[config.mk]
export PLATFORM = sky130hd
export DESIGN_NAME = invsqrt_initiator
export DESIGN_NICKNAME = d
export VERILOG_FILES = /design/src/rtl/invsqrt_pkg.sv /design/src/rtl/sync_fifo.sv /design/src/rtl/invsqrt_initiator.sv
export SDC_FILE = /design/constraint.sdc
export NUM_CORES = 1
export LEC_CHECK = 0
export CORE_UTILIZATION = 25
export CTS_CLUSTER_SIZE = 24
export DETAILED_ROUTE_END_ITERATION = 8
export PLACE_DENSITY = 0.52
export SYNTH_ARGS = -nofsm -noshare
export SYNTH_HDL_FRONTEND = slang
export SYNTH_SLANG_ARGS = --single-unit
[constraint.sdc]
create_clock -name clk -period 6.3 [get_ports clk]
set_input_delay 0.63 -clock clk [delete_from_list [all_inputs] [get_ports clk]]
set_output_delay 0.63 -clock clk [all_outputs]
set_load 0.01 [all_outputs]
[src/rtl/invsqrt_pkg.sv]
// Shared definitions for the inverse-square-root bus initiator:
// bus register map, STATUS field positions, controller state encoding
// and the count saturation helper used when packing STATUS.
package invsqrt_pkg;

  localparam logic [1:0] ADDR_OPERAND = 2'd0;
  localparam logic [1:0] ADDR_RESULT  = 2'd1;
  localparam logic [1:0] ADDR_STATUS  = 2'd2;
  localparam logic [1:0] ADDR_CTRL    = 2'd3;

  localparam int unsigned ST_CMD_LSB = 0;
  localparam int unsigned ST_RES_LSB = 3;
  localparam int unsigned ST_BUSY    = 6;
  localparam int unsigned ST_OVF     = 7;
  localparam int unsigned ST_UDF     = 8;

  localparam int unsigned CTRL_FLUSH_BIT = 0;

  typedef enum logic [1:0] {
    IDLE,
    ISSUE,
    WAIT
  } state_t;

  // STATUS count fields are 3 bits wide; deeper FIFOs report 7.
  function automatic logic [2:0] sat_count(input int unsigned n);
    return (n > 7) ? 3'd7 : n[2:0];
  endfunction

endpackage

[src/rtl/sync_fifo.sv]
// Synchronous FIFO with flush.
//   clk, rst      clock, asynchronous active-high reset
//   flush         empties the FIFO (overrides push/pop in that cycle)
//   push, wdata   write request and data; accepted when not full, or when
//                 a pop happens in the same cycle
//   pop, rdata    read request; rdata always shows the head entry
//   full, empty   occupancy flags
//   count         number of stored entries
module sync_fifo #(
  parameter int unsigned DEPTH = 4,
  parameter int unsigned WIDTH = 16
) (
  input  logic                     clk,
  input  logic                     rst,
  input  logic                     flush,
  input  logic                     push,
  input  logic [WIDTH-1:0]         wdata,
  input  logic                     pop,
  output logic [WIDTH-1:0]         rdata,
  output logic                     full,
  output logic                     empty,
  output logic [$clog2(DEPTH):0]   count
);

  localparam int unsigned AW = $clog2(DEPTH);
  localparam int unsigned CW = AW + 1;

  logic [WIDTH-1:0] mem [DEPTH];
  logic [AW-1:0]    wr_ptr;
  logic [AW-1:0]    rd_ptr;
  logic [CW-1:0]    cnt;
  logic             do_push;
  logic             do_pop;

  assign empty   = (cnt == '0);
  assign full    = (cnt == CW'(DEPTH));
  assign count   = cnt;
  assign rdata   = mem[rd_ptr];
  assign do_pop  = pop && !empty;
  assign do_push = push && (!full || do_pop);

  always_ff @(posedge clk or posedge rst) begin
    if (rst) begin
      wr_ptr <= '0;
      rd_ptr <= '0;
      cnt    <= '0;
    end else if (flush) begin
      wr_ptr <= '0;
      rd_ptr <= '0;
      cnt    <= '0;
    end else begin
      if (do_push) wr_ptr <= wr_ptr + AW'(1);
      if (do_pop)  rd_ptr <= rd_ptr + AW'(1);
      if (do_push && !do_pop)      cnt <= cnt + CW'(1);
      else if (do_pop && !do_push) cnt <= cnt - CW'(1);
    end
  end

  always_ff @(posedge clk) begin
    if (do_push) mem[wr_ptr] <= wdata;
  end

endmodule

[src/rtl/invsqrt_initiator.sv]
// Bus-facing initiator for the fixed-point inverse square root core.
// Operands written to OPERAND queue in a command FIFO and are issued to the
// core one at a time; results are collected into a result FIFO read back
// through RESULT.
//   clk, rst                      clock, asynchronous active-high reset
//   bus_we/bus_re/bus_addr        single-cycle bus strobes and register select
//   bus_wdata, bus_rdata          write data, registered read data
//   core_data, core_valid         operand channel to the core
//   core_ready                    core can take an operand
//   core_result(_valid/_ready)    result channel from the core
//   irq                           result FIFO non-empty
module invsqrt_initiator
  import invsqrt_pkg::*;
#(
  parameter int unsigned DEPTH = 4,
  parameter int unsigned WIDTH = 16
) (
  input  logic             clk,
  input  logic             rst,
  input  logic             bus_we,
  input  logic             bus_re,
  input  logic [1:0]       bus_addr,
  input  logic [WIDTH-1:0] bus_wdata,
  output logic [WIDTH-1:0] bus_rdata,
  output logic [WIDTH-1:0] core_data,
  output logic             core_valid,
  input  logic             core_ready,
  input  logic [WIDTH-1:0] core_result,
  input  logic             core_result_valid,
  output logic             core_result_ready,
  output logic             irq
);

  localparam int unsigned CW = $clog2(DEPTH) + 1;

  state_t state;
  state_t state_nxt;

  logic             ovf;
  logic             udf;
  logic             discard;

  logic             flush;
  logic             cmd_push;
  logic             cmd_pop;
  logic [WIDTH-1:0] cmd_head;
  logic             cmd_full;
  logic             cmd_empty;
  logic [CW-1:0]    cmd_count;

  logic             res_push;
  logic             res_pop;
  logic             res_rd;
  logic [WIDTH-1:0] res_head;
  logic             res_full;
  logic             res_empty;
  logic [CW-1:0]    res_count;

  logic             core_hs;
  logic             res_accept;
  logic [WIDTH-1:0] status;

  assign flush      = bus_we && (bus_addr == ADDR_CTRL) && bus_wdata[CTRL_FLUSH_BIT];
  assign cmd_push   = bus_we && (bus_addr == ADDR_OPERAND);
  assign res_rd     = bus_re && (bus_addr == ADDR_RESULT);
  assign res_pop    = res_rd && !res_empty;
  assign core_hs    = (state == ISSUE) && core_ready;
  assign res_accept = (state == WAIT) && core_result_valid && !res_full;
  assign res_push   = res_accept && !discard;
  assign irq        = !res_empty;

  sync_fifo #(.DEPTH(DEPTH), .WIDTH(WIDTH)) u_cmd_fifo (
    .clk   (clk),
    .rst   (rst),
    .flush (flush),
    .push  (cmd_push),
    .wdata (bus_wdata),
    .pop   (cmd_pop),
    .rdata (cmd_head),
    .full  (cmd_full),
    .empty (cmd_empty),
    .count (cmd_count)
  );

  sync_fifo #(.DEPTH(DEPTH), .WIDTH(WIDTH)) u_res_fifo (
    .clk   (clk),
    .rst   (rst),
    .flush (flush),
    .push  (res_push),
    .wdata (core_result),
    .pop   (res_pop),
    .rdata (res_head),
    .full  (res_full),
    .empty (res_empty),
    .count (res_count)
  );

  always_ff @(posedge clk or posedge rst) begin
    if (rst) state <= IDLE;
    else     state <= state_nxt;
  end

  // A flush in ISSUE without a handshake abandons the operand before the
  // core ever saw it, so the FSM simply falls back to IDLE.
  always_comb begin
    state_nxt         = state;
    cmd_pop           = 1'b0;
    core_valid        = 1'b0;
    core_result_ready = 1'b0;
    case (state)
      IDLE: begin
        if (!cmd_empty && !flush) begin
          cmd_pop   = 1'b1;
          state_nxt = ISSUE;
        end
      end
      ISSUE: begin
        core_valid = 1'b1;
        if (core_hs)    state_nxt = WAIT;
        else if (flush) state_nxt = IDLE;
      end
      WAIT: begin
        core_result_ready = !res_full;
        if (res_accept) state_nxt = IDLE;
      end
      default: state_nxt = IDLE;
    endcase
  end

  // discard marks a result still owed by the core whose operand was flushed.
  // A result arriving in the same cycle as the flush is already swallowed by
  // the FIFO flush, so nothing is left outstanding in that case.
  always_ff @(posedge clk or posedge rst) begin
    if (rst) begin
      ovf     <= 1'b0;
      udf     <= 1'b0;
      discard <= 1'b0;
    end else begin
      if (flush) begin
        ovf     <= 1'b0;
        udf     <= 1'b0;
        discard <= ((state == WAIT) && !res_accept) || core_hs;
      end else begin
        if (cmd_push && cmd_full && !cmd_pop) ovf <= 1'b1;
        if (res_rd && res_empty)              udf <= 1'b1;
        if (res_accept)                       discard <= 1'b0;
      end
    end
  end

  always_comb begin
    status                      = '0;
    status[ST_CMD_LSB +: 3]     = sat_count(32'(cmd_count));
    status[ST_RES_LSB +: 3]     = sat_count(32'(res_count));
    status[ST_BUSY]             = (state != IDLE);
    status[ST_OVF]              = ovf;
    status[ST_UDF]              = udf;
  end

  always_ff @(posedge clk or posedge rst) begin
    if (rst) begin
      core_data <= '0;
      bus_rdata <= '0;
    end else begin
      if (cmd_pop) core_data <= cmd_head;
      if (bus_re) begin
        case (bus_addr)
          ADDR_RESULT: bus_rdata <= res_empty ? '0 : res_head;
          ADDR_STATUS: bus_rdata <= status;
          default:     bus_rdata <= '0;
        endcase
      end
    end
  end

endmodule
==> results.toml <==
[timing]
fin_ws_ns = 3.34
rsz0062_at_grt = "false"
period_minus_slack_ns = 2.96
clock_skew_ns = 0.0143
holdWs_ns = 0.504
finalSetupTns_ns = 0
relSlewSlack_pct = 24.8
min_period_over_period_pct = 47.0
finalHoldViolations = 0
worst_pin_slew_ns = 1.13
final-setup-viol-count = 0
fmax_mhz = 338
slew_violations = 0

[detailed_routing]
dr.first_iter.drc_count = 236
vias = 3906
drc_errors = 0
totalWireLength_um = 15100
post_drt_wl_per_cell_um = 16.8
final_antenna_net_count = 0
viasPerCell = 4.36
dr.pass1.iters = 4

[outcome]
status = "completed"

[placed_design]
dp.cells = 864
portBuffers = 74
place_worst_setup_slack_ns = 2.86
place_congestion = 0.759
place_area_um2 = 8450
hpwl_um = 9860

[cells_and_area]
final_cell_area_um2 = 9040
fillers = 2794
layout.nets = 553
num_antenna_cells = 0
multi_input_area_um2 = 2010
register_area_um2 = 5120
area_growth_pct = 23.1
fin_cells = 896
drive_gt1_share_pct = 17.0
final_core_util_pct = 31.4

[grt]
track_usage_pct = 10.5
grt_overflow = 0
grt_first_pass_wirelength_um = 23700
grt_util_met2_pct = 17.4
grt_pass1_vias = 4162
grtUsageMet3_pct = 2.83
grt_max_degree = 52
use_met1_pct = 13.3
busiest_layer = "met2"
antenna_found_initial = 1

[floorplanning]
die_x_um = 173
die_h_um = 173
core_um2 = 28800
ioPinCount = 75
rows = 62
die-area_um2 = 30100
start_util_pct = 25.5

[clocking]
cts_inserted_buffers = 17
clk_pin_slew_ns = 0.06
cts_num_sinks = 179
ctsHtreeMaxLevel = 4
cts-root-buf = "clkbuf_16"
cts_buffer_depth = 2
cts_tree = "done"
clk_latency_ns = 0.43
post-cts-setup-buffer-count = 0
ctsHoldBuffers = 0
postCtsResizedCells = 0

[setup_path]
critPathKind = "in -> reg"
cp.arrival_ns = 3.00
crit_fanout = 16
worstPathRequired_ns = 6.34
cp-start-kind = "primary input"
worstSetupEndpointType = "register"

[logic_synthesis]
synth_top_cell_area_share_pct = 52.3
yosys_register_bits = 179
synth_top_flop_cell = "edfxtp_1"
yosys.area.top_type = "edfxtp_1"
async_flop_share_pct = 28.5
synth_area_leaders = "edfxtp_1 (52%), dfrtp_1 (17%), mux4_2 (9.8%)"
synth_edf_count = 128
syn_inst = 425
ys_types = 54
yosysWarnings = 0
syn-num-nets = 479
seq_area_frac_synth_pct = 69.7
syn_avg_cell_area_um2 = 17.3
netlist_area_um2 = 7350

[min_path]
hold_path.class = "reg -> reg"

[power]
irDropWorstVdd_v = 0.000180
p_leak_nw = 3.15
powerDensity_nw_per_um2 = 409
power_mw = 3.70

[run]
timing.max_cap.violations = 0
## critical path, stage by stage
cell             delay (ns)
clkdlybuf4s50_1        0.46
ha_1                   0.28
a311o_1                0.39
a31oi_1                0.45
and2_1                 0.78
## state kept, by name, summed over array words and instances (netlist names)
| register | cells |
|---|---|
| u_cmd_fifo.count | 3 |
| u_res_fifo.wr_ptr | 2 |
| u_res_fifo.rd_ptr | 2 |
| state | 2 |
| u_res_fifo.mem | 64 |
| bus_rdata | 16 |
| u_cmd_fifo.rd_ptr | 2 |
| u_cmd_fifo.wr_ptr | 2 |
| u_cmd_fifo.mem | 64 |
| ovf | 1 |
| discard | 1 |
| udf | 1 |
| core_data | 16 |
| u_res_fifo.count | 3 |
## cells by family (layout without fill, tap and decap cells)
group	Yosys count	in the layout	synth area share (%)
compound gates	50	50	4.96
xor+xnor	6	6	0.715
fa+ha+maj	14	14	2.59
buf+inv	42	129	2.98
flops	179	179	69.7
mux	51	51	13.1
simple gates	83	83	5.96
## where the power goes
| group | leakage [nW] | switching (mW) | internal (mW) |
|---|---|---|---|
| sequential | 1.80 | 0.206 | 1.43 |
| combinational | 1.07 | 0.408 | 0.584 |
| clock | 0.281 | 0.445 | 0.626 |
## final timing paths
kind                                           from                               to  slack (ns)  depth (start not counted)
setup / recovery                        bus_addr[0]   u_cmd_fifo.mem[0][1]$_DFFE_PP_        3.34                          5
hold / removal             core_data[5]$_DFFE_PP0N_         core_data[5]$_DFFE_PP0N_        0.50                          1
setup reg to reg               state[1]$_DFFE_PP0P_   u_cmd_fifo.mem[0][1]$_DFFE_PP_        3.83                          3
hold reg to reg            core_data[5]$_DFFE_PP0N_         core_data[5]$_DFFE_PP0N_        0.50                          1
max in group asynchronous                       rst              discard$_DFFE_PP0P_        5.06                          3
min in group asynchronous                       rst  u_cmd_fifo.count[2]$_DFFE_PP0P_        0.76                          3
## placed cells by master (no fill, tap or decap), types with 10 or more instances in the layout
cell type	count
nor2b_1	10
dfrtp_1	51
mux4_2	32
edfxtp_1	128
inv_1	19
mux2_2	10
o21ai_0	13
ha_1	12
nand2_1	16
nor2_1	20
clkbuf_16	17
clkdlybuf4s50_1	74
## synth_stat cells (all sizes together), types with 3 or more instances
cell type / n
mux4: 32
dfrtp: 51
mux2: 18
nand2: 16
o21ai: 13
buf: 14
nor2: 21
ha: 12
and3: 3
a21oi: 7
a221o: 9
nor2b: 10
o22ai: 3
edfxtp: 128
inv: 20
nor3: 5
nand3: 3
nor4: 3
clkbuf: 8
xnor2: 5
and2: 11
## metal layers
| layer | up-vias | wire (µm) |
|---|---|---|
| li1 | 1771 | - |
| met1 | 2004 | 6820 |
| met2 | 106 | 7340 |
| met3 | 23 | 725 |
| met4 | 2 | 195 |
| met5 | - | 11 |
## layout make-up
class	count	area share, %
clock buffers	20	4.83
multi-input cells	204	22.2
clock inverters	12	1.74
inverters	20	0.830
repair buffers	77	8.44
well taps	384	5.31
flip-flops and latches	179	56.6
Note: power is estimated with default switching activity, not from simulation.
